**src/rtl/frame_writer.sv**
```systemverilog
// rtl/frame_writer.sv - thresholds a grayscale pixel stream into sequential 1-bit frame RAM writes, with frame clear
module frame_writer #(
   parameter int ADDR_W     = 12,
   parameter int NUM_PIXELS = 4096,
   parameter int THRESH     = 128
) (
   input  logic              clk,
   input  logic              reset,
   input  logic              start,
   input  logic              clear,
   input  logic [7:0]        in_data,
   input  logic              in_valid,
   output logic              in_ready,
   output logic              wr_data,
   output logic [ADDR_W-1:0] wr_address,
   output logic              wr_en,
   output logic              busy,
   output logic              frame_done
);

   typedef enum logic [1:0] {
      IDLE  = 2'd0,
      LOAD  = 2'd1,
      CLEAR = 2'd2
   } state_t;

   localparam logic [ADDR_W-1:0] LAST_ADDR = ADDR_W'(NUM_PIXELS - 1);
   localparam logic [7:0]        THRESH_V  = 8'(THRESH);

   state_t            state;
   state_t            state_nxt;
   logic [ADDR_W-1:0] addr_cnt;
   logic              write_step;
   logic              write_bit;
   logic              addr_reload;
   logic              last_step;

   // Handshake and status decode the state register only, so they are glitch-free.
   assign in_ready  = (state == LOAD);
   assign busy      = (state != IDLE);
   assign last_step = (addr_cnt == LAST_ADDR);

   // Next state plus the write decision for this cycle; clear wins over start in IDLE.
   always_comb begin
      state_nxt   = state;
      write_step  = 1'b0;
      write_bit   = 1'b0;
      addr_reload = 1'b0;
      case (state)
         IDLE: begin
            if (clear) begin
               state_nxt   = CLEAR;
               addr_reload = 1'b1;
            end else if (start) begin
               state_nxt   = LOAD;
               addr_reload = 1'b1;
            end
         end
         LOAD: begin
            if (in_valid) begin
               write_step = 1'b1;
               write_bit  = (in_data >= THRESH_V);
               if (last_step) begin
                  state_nxt = IDLE;
               end
            end
         end
         CLEAR: begin
            write_step = 1'b1;
            if (last_step) begin
               state_nxt = IDLE;
            end
         end
         default: state_nxt = IDLE;
      endcase
   end

   // State register.
   always_ff @(posedge clk or posedge reset) begin
      if (reset) begin
         state <= IDLE;
      end else begin
         state <= state_nxt;
      end
   end

   // Raster address counter: reloaded on frame entry, holds at the last address after the final write.
   always_ff @(posedge clk or posedge reset) begin
      if (reset) begin
         addr_cnt <= '0;
      end else if (addr_reload) begin
         addr_cnt <= '0;
      end else if (write_step && !last_step) begin
         addr_cnt <= addr_cnt + ADDR_W'(1);
      end
   end

   // Registered RAM write port; address and data hold between writes.
   always_ff @(posedge clk or posedge reset) begin
      if (reset) begin
         wr_en      <= 1'b0;
         wr_data    <= 1'b0;
         wr_address <= '0;
         frame_done <= 1'b0;
      end else begin
         wr_en      <= write_step;
         frame_done <= write_step && last_step;
         if (write_step) begin
            wr_address <= addr_cnt;
            wr_data    <= write_bit;
         end
      end
   end

endmodule
```
**config.mk**
```make
export PLATFORM = sky130hd
export DESIGN_NAME = frame_writer
export DESIGN_NICKNAME = d
export VERILOG_FILES = /design/src/rtl/frame_writer.sv
export SDC_FILE = /design/constraint.sdc
export NUM_CORES = 1
export LEC_CHECK = 0
export ABC_AREA = 1
export BUFFER_PORTS_ARGS = -buffer_cell sky130_fd_sc_hd__buf_2
export CAP_MARGIN = 20
export CELL_PAD_IN_SITES_DETAIL_PLACEMENT = 0
export CELL_PAD_IN_SITES_GLOBAL_PLACEMENT = 1
export CORE_MARGIN = 5
export CORE_UTILIZATION = 43
export CTS_CLUSTER_DIAMETER = 40
export DETAILED_ROUTE_END_ITERATION = 10
export HOLD_SLACK_MARGIN = 0.15
export PLACE_DENSITY_LB_ADDON = 0.1
export SLEW_MARGIN = 40
export SYNTH_ARGS = -nofsm -noshare
export SYNTH_HDL_FRONTEND = slang
export SYNTH_SLANG_ARGS = --single-unit
```
**constraint.sdc**
```tcl
create_clock -name clk -period 3.6 [get_ports clk]
set_input_delay 0.18 -clock clk [delete_from_list [all_inputs] [get_ports clk]]
set_output_delay 0.18 -clock clk [all_outputs]
set_load 0.02 [all_outputs]
```
==> metrics.txt <==
first-pass GRT wire length 5430 µm; Total Routed Length 2963 µm; Placer Congestion 0.7706; clock period minus worst slack 2.524 ns; sequential-to-total area share from yosys stat 47.35%; worst-case vdd ir drop 0.3156 mV; signed area change from the synthesized netlist to the final layout 13.31%; Synth area leader dfrtp_1; number of H-tree branching levels 2; fmax 396.2 MHz; cell area after synthesis 1533 µm²; remaining antenna violation count after routing 0; total instance count after detailed placement 252; iteration-0 DRC count of the detailed router 90; synth unique cells 24; most instantiated library cell after synthesis nand2_1; vias 1300; sequential cell area 725.7 µm²; total clock buffers created by CTS 5; Worst-path clk slew 0.10 ns; Finish-stage setup viols 0; most used flip-flop cell after synthesis dfrtp_1; initial antenna violation count 0; cell types with the highest counts after synthesis nand2_1 (63), dfrtp_1 (29), nand3_1 (24); Max Root-Sink Buffers 2; number of pins with negative max-slew slack in the final report 0; fraction of layout instances using a drive strength above 1 18.43%; result of the run finished clean; Core Box Area 3390 µm²; startpoint kind of the worst setup timing path register; RSZ-0062 raised after global routing no; setup TNS 0 ns; CTS tree done; die extent in y 69.71 µm; maximum capacitance violations 0; maximum clock skew at final layout 0.01035 ns; I/O pin count 30; post-synth net total 207; grt total ovfl 0; Filler cells 351; fin nets 233; post-layout utilization of the core 51.24%; global-route usage over all layers 13.83%; number of standard-cell rows in the floorplan 21; syn avg cell area 8.067 µm²; required arrival time at the worst endpoint 3.82 ns; initial core utilization 45.22%; post-detailed-route DRC marker count 0; Synth Instances 190; clock root buffer clkbuf_4; number of iterations in the first detailed-routing pass 4; portion of synthesized cell area occupied by the leading cell type 47.35%; average via count per standard cell 4.943; number of sinks on the clock net 29; total half-perimeter wirelength after legalization and detailed placement 2207 µm; crit path kind register to register; Yosys warnings 0; Leakage Power 0.9256 nW; share of the clock period used by the worst path 70.11%; post-cts sizing count 0; worst min path class primary input to register; Antenna Diode Count 0; number of register bits inferred by synthesis 29; Area contributors post-synth dfrtp_1 (47%), nand2_1 (15%), nand3_1 (7.8%); Arrival @ worst endpoint 2.74 ns; crit end category register; IO Port Bufs 22; die area 4859 µm²; Slew HR 60.37%; Post-synth EDFFs 0; share of synthesized flip-flops with an asynchronous set or reset 100.0%; critical-path maximum fanout 20; maximum number of pins on one net before global-route repair 30; areal power density over the cells 496.9 nW/µm²; # Post-CTS Setup Buffers 0; Routed wire per std cell 11.27 µm; clock insertion delay at the later pin of the skew report 0.32 ns; area of the multi-input gates 679.4 µm²; final hold viol count 0; worst slew pin tran 0.5936 ns; via count of the first global-routing pass 1248; die width 69.71 µm; number of non-filler instances in the completed layout 263
final cells by class:
class / count / area share, %
well taps: 46 / 3.314
clock buffers: 5 / 2.161
flip-flops and latches: 29 / 41.79
repair buffers: 26 / 8.501
inverters: 19 / 4.107
clock inverters: 3 / 1.009
multi-input cells: 135 / 39.12
flip-flops by register name, indices dropped and copies added (netlist names):
name and cells:
state 2, addr_cnt 12, frame_done 1, wr_address 12
wr_en 1, wr_data 1
placed cells by master, fill, tap and decap left out:
cell type      instances
a21boi_2               1
nor3_1                 1
ha_1                   4
nand3_2                1
buf_4                  1
nand4_1                6
clkinvlp_4             1
nand3_4                1
inv_2                  3
xor2_1                 5
nand2_4                1
nand3_1               24
nor2_2                 2
buf_2                 22
clkbuf_4               5
nand3b_1               3
nor2_1                11
o21ai_1                2
a21oi_1                1
o21ai_0                9
inv_1                 16
nand2_1               63
dlygate4sd3_1          3
clkinv_2               2
dfrtp_1               29
metal layers:
layer  vias up  track usage [%]  share of wire [%]
li1        661                -                  -
met1       601            17.84                 50
met2        28            21.61                 42
met3        10            3.768                5.4
met4         0            6.170                2.4
met5         -                0                  0
path summary, 6_finish.rpt:
path,from,endpoint,slack (ns),cells after the start
max in group asynchronous,reset,addr_cnt[7]$_DFFE_PP0P_,2.74,3
min in group asynchronous,reset,wr_data$_DFFE_PP0P_,0.45,3
max reg2reg,state[0]$_DFFE_PP0P_,wr_data$_DFFE_PP0P_,1.08,7
max,state[0]$_DFFE_PP0P_,wr_data$_DFFE_PP0P_,1.08,7
min reg2reg,wr_address[5]$_DFFE_PP0P_,wr_address[5]$_DFFE_PP0P_,0.47,2
min,clear,state[0]$_DFFE_PP0P_,0.17,4
cells by family after synthesis:
kind of cell / share of synthesized area, %
and+or+nand+nor: 33.55
DFF: 47.35
buffers and inverters: 8.326
AOI/OAI and AO/OA: 4.653
xor gates and xnor gates: 2.857
adders and majority gates: 3.265
what timing repair did:
item,in CTS,in global routing
hold endpoints to repair,30,0
endpoints found under the setup margin,0,0
hold buffers,3,0
where the power goes:
| group | internal (mW) | switching [mW] | leakage (nW) | total [mW] |
|---|---|---|---|---|
| clock network | 0.0735 | 0.113 | 0.0310 | 0.186 |
| registers | 0.355 | 0.0210 | 0.401 | 0.376 |
| logic | 0.0914 | 0.209 | 0.493 | 0.300 |
| total | 0.520 | 0.343 | 0.926 | 0.863 |
critical path: stages, from the launching register on:
cell and delay [ns]:
dfrtp_1 0.39, inv_1 0.07, ha_1 0.31, a21boi_2 0.49, inv_1 0.40, nand2_1 0.13, o21ai_0 0.07, dlygate4sd3_1 0.55
stage by stage:
stage | setup slack [ns] | hold slack, ns | power, mW | instance area, µm²
after global placement | 1.589 | 0.4319 | 0.6676 | 1652
final | 1.076 | 0.1748 | 0.8629 | 1737
after CTS | 1.056 | 0.1623 | 0.8745 | 1737
after global routing | 0.8258 | 0.2112 | 0.9313 | 1737
after floorplan | 2.016 | 0.2581 | 0.6314 | 1533
after detailed placement | 1.575 | 0.2804 | 0.6762 | 1652
No activity file was read; power rests on OpenSTA's default activity.
